### config.mk
export PLATFORM = sky130hd
export DESIGN_NAME = el2_exu_mul_result_collector
export DESIGN_NICKNAME = d
export VERILOG_FILES = /design/src/rtl/el2_exu_mul_result_collector.sv
export SDC_FILE = /design/constraint.sdc
export NUM_CORES = 1
export LEC_CHECK = 0
export ABC_AREA = 1
export BUFFER_PORTS_ARGS = -buffer_cell sky130_fd_sc_hd__buf_2
export CAP_MARGIN = 5
export CORE_MARGIN = 2
export CORE_UTILIZATION = 63
export CTS_CLUSTER_DIAMETER = 80
export DETAILED_ROUTE_END_ITERATION = 8
export PLACE_DENSITY = 0.84
export SLEW_MARGIN = 20
export SYNTH_ARGS = -nofsm -noshare
export SYNTH_HDL_FRONTEND = slang
export SYNTH_SLANG_ARGS = --single-unit
### constraint.sdc
create_clock -name clk -period 8.15 [get_ports clk]
set_input_delay 0.4075 -clock clk [delete_from_list [all_inputs] [get_ports clk]]
set_output_delay 0.4075 -clock clk [all_outputs]
set_load 0.02 [all_outputs]
### src/rtl/el2_exu_mul_result_collector.sv
// Reassembles FLIT_BITS-wide NoC flits, LSB first, into 32-bit multiply results and queues them in a small FIFO.
// Define MUL_RCV_FRAME_CHECK_EN to build in in_last framing checks and the sticky err output.
module el2_exu_mul_result_collector #(
    parameter int FLIT_BITS = 8,
    parameter int DEPTH     = 2
) (
    input  logic                     clk,
    input  logic                     rst,
    input  logic                     flush,
    input  logic                     in_valid,
    input  logic [FLIT_BITS-1:0]     in_data,
    input  logic                     in_last,
    output logic                     in_ready,
    output logic                     res_valid,
    output logic [31:0]              res_data,
    input  logic                     res_ready,
    output logic [$clog2(DEPTH):0]   fifo_count
`ifdef MUL_RCV_FRAME_CHECK_EN
    ,
    output logic                     err
`endif
);

    localparam int BEATS  = 32 / FLIT_BITS;
    localparam int BEAT_W = (BEATS > 1) ? $clog2(BEATS) : 1;
    localparam int PTR_W  = $clog2(DEPTH);
    localparam int CNT_W  = PTR_W + 1;

    localparam logic [BEAT_W-1:0] LAST_BEAT = BEAT_W'(BEATS - 1);
    localparam logic [CNT_W-1:0]  FULL_CNT  = CNT_W'(DEPTH);

    logic [BEAT_W-1:0] beat;
    logic [31:0]       partial;
    logic [31:0]       assembled;
    logic [31:0]       mem [DEPTH];
    logic [PTR_W-1:0]  wptr;
    logic [PTR_W-1:0]  rptr;
    logic [CNT_W-1:0]  count;

    logic accept;
    logic final_beat;
    logic frame_bad;
    logic push;
    logic pop;

    assign in_ready   = (count != FULL_CNT);
    assign res_valid  = (count != '0);
    assign fifo_count = count;
    assign res_data   = mem[rptr];

    // A flit arriving alongside flush is dropped, as is any pop in that cycle.
    assign accept     = in_valid & in_ready & ~flush;
    assign pop        = res_valid & res_ready & ~flush;
    assign final_beat = (beat == LAST_BEAT);

`ifdef MUL_RCV_FRAME_CHECK_EN
    assign frame_bad = accept & (in_last != final_beat);
`else
    logic unused_in_last;
    assign unused_in_last = in_last;
    assign frame_bad      = 1'b0;
`endif

    assign push = accept & final_beat & ~frame_bad;

    always_comb begin
        assembled = partial;
        assembled[int'(beat) * FLIT_BITS +: FLIT_BITS] = in_data;
    end

    always_ff @(posedge clk or posedge rst) begin
        if (rst) begin
            beat    <= '0;
            partial <= '0;
        end else if (flush) begin
            beat    <= '0;
            partial <= '0;
        end else if (accept) begin
            if (final_beat || frame_bad) begin
                beat    <= '0;
                partial <= '0;
            end else begin
                beat    <= beat + 1'b1;
                partial <= assembled;
            end
        end
    end

    // Entries are reset so res_data reads zero until the first result lands.
    always_ff @(posedge clk or posedge rst) begin
        if (rst) begin
            for (int i = 0; i < DEPTH; i++) begin
                mem[i] <= '0;
            end
        end else if (push) begin
            mem[wptr] <= assembled;
        end
    end

    always_ff @(posedge clk or posedge rst) begin
        if (rst) begin
            wptr  <= '0;
            rptr  <= '0;
            count <= '0;
        end else if (flush) begin
            wptr  <= '0;
            rptr  <= '0;
            count <= '0;
        end else begin
            if (push) begin
                wptr <= wptr + 1'b1;
            end
            if (pop) begin
                rptr <= rptr + 1'b1;
            end
            if (push && !pop) begin
                count <= count + 1'b1;
            end else if (pop && !push) begin
                count <= count - 1'b1;
            end
        end
    end

`ifdef MUL_RCV_FRAME_CHECK_EN
    // Sticky until reset; flush deliberately leaves it set.
    always_ff @(posedge clk or posedge rst) begin
        if (rst) begin
            err <= 1'b0;
        end else if (frame_bad) begin
            err <= 1'b1;
        end
    end
`endif

endmodule
==> results of run 1 <==
==> layout by cell type, fill, tap and decap left out, types with 2 or more instances in the layout <==
cell | synthesis | routed
nor2_4 | 1 | 2
bufinv_16 | 0 | 3
ha_1 | 6 | 6
nand3_1 | 7 | 7
o21ai_1 | 4 | 4
nand4_1 | 2 | 2
nand2_1 | 183 | 183
o21ai_0 | 127 | 127
buf_2 | 5 | 48
inv_2 | 2 | 2
inv_1 | 81 | 80
clkinvlp_4 | 0 | 2
nor2_1 | 4 | 4
o22ai_1 | 33 | 33
dfrtp_1 | 102 | 101
clkbuf_8 | 0 | 9
==> flip-flops by register name (all words and copies together), names as in the netlist <==
signal	count
wptr	1
mem	64
fifo_count	2
beat	2
rptr	1
partial	32
==> worst min path at each step <==
stage	start	to
3_5_place_dp	rst	mem[8]$_DFFE_PP0P_
6_report	flush	rptr$_DFFE_PP0P_
4_1_cts	flush	rptr$_DFFE_PP0P_
5_1_grt	flush	rptr$_DFFE_PP0P_
2_1_floorplan	mem[24]$_DFFE_PP0P_	mem[24]$_DFFE_PP0P_
3_3_place_gp	rst	mem[8]$_DFFE_PP0P_
==> area by class of cell <==
cell class	count	area, µm²	area share
sequential	102	2550	0.485
tap	99	124	0.0235
multi-input combinational	373	1780	0.337
timing repair buffer	50	262	0.0497
clock buffer	10	128	0.0242
clock inverter	6	110	0.0209
inverter	83	314	0.0596
==> metal layers <==
metal	global-route usage	vias up	part of all wire
li1	-	1943	-
met1	0.379	1951	0.45
met2	0.430	156	0.48
met3	0.0432	19	0.057
met4	0.0896	0	0.018
met5	0	-	0
==> logic make-up (layout without fill, tap and decap cells) <==
family,after synthesis,in the layout,share of synthesized area
AND/OR/NAND/NOR,201,201,0.171
AO/OA/AOI/OAI,165,165,0.181
buffers and inverters,116,149,0.0996
flip-flops,102,102,0.532
adder cells (fa/ha/maj),6,6,0.0156
XOR/XNOR,1,1,0.00182
==> repair_timing <==
action | in CTS | in global routing
hold buffers | 1 | 0
endpoints found under the hold margin | 22 | 0
gates resized for setup | 0 | 0
==> power by group through the flow <==
stage          registers [mW]  logic (mW)  clock network (mW)
6_report                0.623       0.424               0.378
5_1_grt                 0.632       0.466               0.400
4_1_cts                 0.623       0.426               0.380
3_5_place_dp            0.634       0.422                   0
3_3_place_gp            0.630       0.412                   0
2_1_floorplan           0.609       0.310                   0
==> worst reg2reg max path, cell delays in order (launching register included) <==
cell     delay (ns)
dfrtp_1        0.66
ha_1           0.39
nand4_4        0.51
nor2_8         0.77
o21ai_0        0.23
==> results, run 1 <==
- Counting instances in the post-synthesis netlist gives the leading cell types as nand2_1, o21ai_0, dfrtp_1, inv_1, o22ai_1.
- Timing analysis after detailed placement gives a worst setup slack of 5.51 ns.
- The combined buffer and inverter count along the critical path is 0.
- The all-layer global routing usage is 0.269.
- The per-instance average area after synthesis is 8.12 µm².
- The number of enable-type register cells in the synthesized netlist is 0.
- The filler-free cell count of the finished design is 723.
- Setup repair after global routing left no endpoint under its margin.
- The number of nets in the layout is 639.
- The clock net in this run drives a total of 102 sinks.
- The switching fraction of total power is 0.361.
- The number of slew-limit violations in the final report was 0.
- In this run the remaining antenna-violating nets after routing total 0.
- Yosys printed 0 warnings.
- The first global-routing pass estimated 17900 µm of wire.
- The end of the worst register-to-register path is mem[49]$_DFFE_PP0P_.
- The startpoint identified for the worst register-to-register timing path is beat[0]$_DFFE_PP0P_.
- Max-cap violations in this run came to 0.
- Including well taps, the total number of placed cells is 706.
- Of all flip-flops after synthesis, the portion carrying an async set or reset was 1.00.
- In the synthesized netlist the dominant register cell turns out to be dfrtp_1.
- Among all stages on the critical path, the largest delay is contributed by nor2_8.
- The peak supply drop is 0.000174 V.
- The post-CTS repair timing setup buffer count is 0.
- The post-layout minimum cycle time is 2.69 ns.
- The count of vias placed by the detailed router is 4069.
- At the pin with the least slew margin, the transition time is 0.991 ns.
- Yosys instantiated no cell more often than nand2_1.
- The instance area after placement is 5010 µm².
- The most critical setup path has its endpoint at mem[49]$_DFFE_PP0P_.
- The number of hold violations in the final report came to 0.
- The fraction of synthesized cell area taken by the top area cell type is 0.532.
- The overall die height is 91.3 µm.
- The share of total power dissipated in the clock network is 0.265.
- The count of port buffers added during placement is 48.
- The required time reported for the critical path endpoint is 8.38 ns.
- Setup slack closes at 5.46 ns.
- The cell count of the worst hold path is 2.
- The clock latency on the worst-skew pair is 0.38 ns.
- The H-tree generated during clock tree synthesis spans 3 levels.
- The number of search-and-repair iterations in the first detailed-routing pass is 5.
- The tightest hold margin is 0.226 ns.
- The pin count of the biggest net entering global routing is 81.
- The combinational group share of total power is 0.297.
- The finished cells cover 5270 µm².
- After layout, the design draws a total of 1.42 mW.
- The routability congestion estimate is 0.881.
- The total overflow left after global routing is 0.
- Summed over all failing endpoints, the final setup total negative slack is 0 ns.
- Along the worst path, the maximum fanout reaches 64.
- The share of the Yosys chip area taken by registers is 0.532.
- For this design the total switching power over the nets is 515 µW.
- The proportion of layout cells with a drive suffix above 1 is 0.117.
- The kind of cell with the highest combined delay along the critical path is simple AND/OR/NAND/NOR gates.
- After filler insertion, the fill cell instance count of the layout stands at 559.
- The path class of the lowest-slack min-delay path is primary input to register.
- The floorplan die area is 8330 µm².
- Detailed placement finished with a half-perimeter wire length of 6870 µm.
- After synthesis the netlist holds a flip-flop and latch count of 102.
- The critical path data arrival time is 2.92 ns.
- Traced cell by cell, the critical path runs through ha_1 > nand4_4 > nor2_8 > o21ai_0.
- Using the TritonRoute via totals, the vias-per-cell ratio works out to 5.63.
- The number of antenna violations at the first check in global routing came to 0.
- The internal power of the cells totals 910 µW.
- The number of clock buffers added by TritonCTS is 9.
- The die span in x is 91.3 µm.
- The sequential share of power is 0.437.
- The signed area change from the synthesized netlist to the final layout is 9.70%.
- The class of the most critical setup path is register to register.
- Tracing the worst setup path back leads to its startpoint at beat[0]$_DFFE_PP0P_.
- The setup slack on the worst flop-to-flop path is 5.46 ns.
- The flow ran to the end, and the final reports show no timing, DRC or antenna violations.
- The number of nets handed over by synthesis was 611.
- The largest total area in the synthesized netlist belongs to dfrtp_1.
- The count of inserted antenna diode cells is 0.
- After technology mapping, the gate count stands at 591.
- The total area inside the core boundary comes to 7330 µm².
- The final layout contains routed wiring with a total length of 10700 µm.
- Counting distinct cell types in the post-synthesis netlist gives 24.
- The number of standard-cell rows in the floorplan is 31.
- The ratio of final minimum period to clock period is 0.331.
- The worst stage delay on the critical path is 0.77 ns.
- The average routed wire per standard cell is 14.8 µm.
- The buffer levels on the longest clock path is 2.
- For this configuration, the core starts out at a cell density of 0.655.
- The root cell of the clock tree is clkbuf_8.
- The post-route core utilization is 0.718.
- In this run the count of I/O pins placed on the die edge is 50.
- The total number of cells along the worst setup path is 4.
- The number of global-route vias before repair was 3754.
- Headroom to the max-slew limit came out at 0.339.
- The maximum frequency from static timing analysis is 371 MHz.
- The setup-violating endpoint count in the final report is 0.
- The clock tree from TritonCTS is done.
- Clock-pin slew was measured on the worst setup and hold paths at 0.10 ns.
- STA classifies the critical path endpoint as a register.
- The kind of start point of the critical path is a register.
- By area the synthesized netlist is led by dfrtp_1, nand2_1, o21ai_0.
- For this run, design rule violations remaining after detail routing come to 0.
- The length in cells of the worst reg-to-reg path is 4.
- The leakage power summed over all cells is 2.54 nW.
- The mapped cell area is 4800 µm².
- In this run the power density over the cells is 271 nW/µm².
- The number of DRC violations after detailed-routing iteration 0 is 392.
- The worst clock skew is 0.00766 ns.
No activity file was read; power rests on OpenSTA's default activity.
==> inputs of run 2 (changes only) <==
--- a/config.mk
+++ b/config.mk
@@ -9,10 +9,10 @@
 export BUFFER_PORTS_ARGS = -buffer_cell sky130_fd_sc_hd__buf_2
 export CAP_MARGIN = 5
 export CORE_MARGIN = 2
-export CORE_UTILIZATION = 63
+export CORE_UTILIZATION = 53
 export CTS_CLUSTER_DIAMETER = 80
 export DETAILED_ROUTE_END_ITERATION = 8
-export PLACE_DENSITY = 0.84
+export PLACE_DENSITY = 0.75
 export SLEW_MARGIN = 20
 export SYNTH_ARGS = -nofsm -noshare
 export SYNTH_HDL_FRONTEND = slang
==> constraint.sdc (replaced) <==
create_clock -name clk -period 2.46 [get_ports clk]
set_input_delay 0.123 -clock clk [delete_from_list [all_inputs] [get_ports clk]]
set_output_delay 0.123 -clock clk [all_outputs]
set_load 0.02 [all_outputs]
==> results, run 2 (synthesis gave the netlist of run 1 again) <==
- Status: complete, no violations (unchanged).
- The pin count of the biggest net entering global routing is 66 (was 81).
- The highest net fanout along the worst path came to 11 (was 64).
- Largest registers in the final layout: mem: 64 flops, partial: 32 flops (unchanged).
- The number of hold violations in the final report is 0 (unchanged).
- The number of slew-limit violations in the final report was 0 (unchanged).
- The number of nets in the layout is 649 (was 639).
- The H-tree depth reported by CTS came to 3 (unchanged).
- The number of sinks on the clock net came to 102 (unchanged).
- The signed area change from the synthesized netlist to the final layout is 10.6% (was 9.70%).
- The wire length of the first global-routing pass was 18600 µm (was 17900 µm).
- The number of global-route vias before repair is 3916 (was 3754).
- The relative slew slack was 0.334 (was 0.339).
- The summed area of non-filler cells in the final layout is 5310 µm² (was 5270 µm²).
- The post-CTS repair timing setup buffer count was 0 (unchanged).
- The maximum frequency from static timing analysis was 495 MHz (was 371 MHz).
- The ratio of final minimum period to clock period is 0.821 (was 0.331).
- The worst clock skew is 0.0148 ns (was 0.00766 ns).
- The floorplan die area is 9840 µm² (was 8330 µm²).
- The cell family contributing the most delay on the critical path is compound AO/OA/AOI/OAI gates (was simple AND/OR/NAND/NOR gates).
- The clock input transition at the sequential cells of the worst setup and hold paths is 0.10 ns (about the same).
- Most frequent cells in the layout: nand2_1, o21ai_0, dfrtp_1 (unchanged).
- The most common library cell in the layout ignoring fill and taps is nand2_1 (unchanged).
- The all-layer global routing usage came to 0.234 (was 0.269).
- Cells along the critical path: inv_1 > ha_1 > nand4_1 > o22ai_1 > nand2_1 > o21ai_0 (was ha_1 > nand4_4 > nor2_8 > o21ai_0).
- The via density per instance came to 5.45 (was 5.63).
- The class of the most critical setup path was register to register (unchanged).
- The number of antenna violations at the first check in global routing is 0 (unchanged).
- The required time reported for the critical path endpoint came to 2.72 ns (was 8.38 ns).
- The number of search-and-repair iterations in the first detailed-routing pass is 5 (unchanged).
- The kind of start point of the critical path is a register (unchanged).
- The total half-perimeter wirelength after legalization and detailed placement is 7510 µm (was 6870 µm).
- The overall die height is 99.2 µm (was 91.3 µm).
- The routability congestion estimate is 0.878 (was 0.881).
- The clock latency on the worst-skew pair came to 0.36 ns (was 0.38 ns).
- The setup-violating endpoint count in the final report came to 0 (unchanged).
- The critical path data arrival time was 2.28 ns (was 2.92 ns).
- The placeable core area came to 8760 µm² (was 7330 µm²).
- The die span in x is 99.2 µm (was 91.3 µm).
- The peak supply drop is 0.000464 V (was 0.000174 V).
- The root cell of the clock tree is clkbuf_8 (unchanged).
- The number of standard-cell rows in the floorplan came to 34 (was 31).
- The count of inserted antenna diode cells is 0 (unchanged).
- The post-layout minimum cycle time is 2.02 ns (was 2.69 ns).
- The path class of the lowest-slack min-delay path is primary input to register (unchanged).
- The count of port buffers added during placement was 48 (unchanged).
- The total overflow reported by the global router is 0 (unchanged).
- The max-cap check violation count is 0 (unchanged).
- The flip-flop count of the largest register after layout came to 64 (unchanged).
- The leakage power summed over all cells is 2.56 nW (was 2.54 nW).
- The count of unresolved DRC violations after routing is 0 (unchanged).
- RSZ-0062 raised after global routing: false (unchanged).
- The count of vias placed by the detailed router is 4042 (was 4069).
- The number of nets still failing antenna checks after routing was 0 (unchanged).
- The tightest hold margin is 0.164 ns (was 0.226 ns).
- The TritonCTS buffer count is 9 (unchanged).
- The top-level I/O count is 50 (unchanged).
- The total wire length after detailed routing is 11000 µm (was 10700 µm).
- The capturing element type of the critical path is a register (unchanged).
- The starting density of the core is 0.548 (was 0.655).
- The proportion of layout cells with a drive suffix above 1 was 0.125 (was 0.117).
- The post-route core utilization is 0.606 (was 0.718).
- The most flop-heavy register is mem (unchanged).
- The summed negative setup slack over all endpoints is 0 ns (unchanged).
- The actual transition at the worst max-transition pin came to 1.00 ns (was 0.991 ns).
- The worst stage delay on the critical path is 0.44 ns (was 0.77 ns).
- The total power per unit cell area came to 831 nW/µm² (was 271 nW/µm²).
- The clock tree from TritonCTS is done (unchanged).
- The number of DRC violations after detailed-routing iteration 0 was 253 (was 392).
- The average routed wire per standard cell is 14.8 µm (about the same).
- The combined buffer and inverter count along the critical path came to 1 (was 0).
- The cell with the largest stage delay on the worst path is o22ai_1 (was nor2_8).
- The instance area after placement is 5130 µm² (was 5010 µm²).
- The buffer levels on the longest clock path was 2 (unchanged).
- The total chip power came to 4.41 mW (was 1.42 mW).
[run 2: changes by cell type in the layout (fill, tap and decap cells not counted), moves of 3 or more]
cell,before,now
buf_12,0,3
buf_4,0,7
bufinv_16,3,0
clkbuf_1,1,4
[run 2: final cells by class]
cell class              count  area [µm²]
flip-flops and latches    102        2550
clock inverters             3        21.3
inverters                  83         315
fillers                   787        3460
clock buffers              13         139
multi-input cells         373        1770
well taps                 108         135
repair buffers             60         373
[run 2: timing repair]
action,4_1_cts,5_1_grt
hold buffers,2,0
hold endpoints to repair,27,0
endpoints found under the setup margin,0,0
gates resized for setup,0,0
[run 2: worst register-to-register path, delay by kind of cell, from the launching register on]
| family | cells | cell delay, ns |
|---|---|---|
| fa+ha+maj | 1 | 0.40 |
| compound gates | 2 | 0.52 |
| simple gates | 2 | 0.44 |
| flops | 1 | 0.43 |
| buf+inv | 1 | 0.14 |
[run 2: where the power goes]
part / total [mW] / internal (mW) / switching, mW
logic: 1.43 / 0.444 / 0.986
registers: 2.05 / 1.91 / 0.142
clock network: 0.930 / 0.371 / 0.559
[run 2: final timing paths]
kind | from | end | slack, ns | cells after the start
max | beat[1]$_DFFE_PP0P_ | partial[0]$_DFFE_PP0P_ | 0.44 | 6
min | in_valid | beat[0]$_DFFE_PP0P_ | 0.16 | 4
max reg2reg | beat[1]$_DFFE_PP0P_ | partial[0]$_DFFE_PP0P_ | 0.44 | 6
min reg2reg | mem[27]$_DFFE_PP0P_ | mem[27]$_DFFE_PP0P_ | 0.51 | 2
max in group asynchronous | rst | partial[13]$_DFFE_PP0P_ | 1.38 | 4
min in group asynchronous | rst | mem[38]$_DFFE_PP0P_ | 0.43 | 3
[run 2: metal layers]
layer	GRT usage	part of all wire	wire length, µm	up-vias
met1	0.328	0.47	5120	1963
met2	0.387	0.48	5230	99
met3	0.0274	0.044	479	18
li1	-	-	-	1962
met5	0	0	0	-
met4	0.0685	0.014	152	0
[run 2: through the flow]
stage               instances  setup slack (ns)
finish                    742             0.440
global route              742             0.201
CTS                       742             0.449
detailed placement        724             0.474
global placement          724             0.538
floorplan                 591             0.860
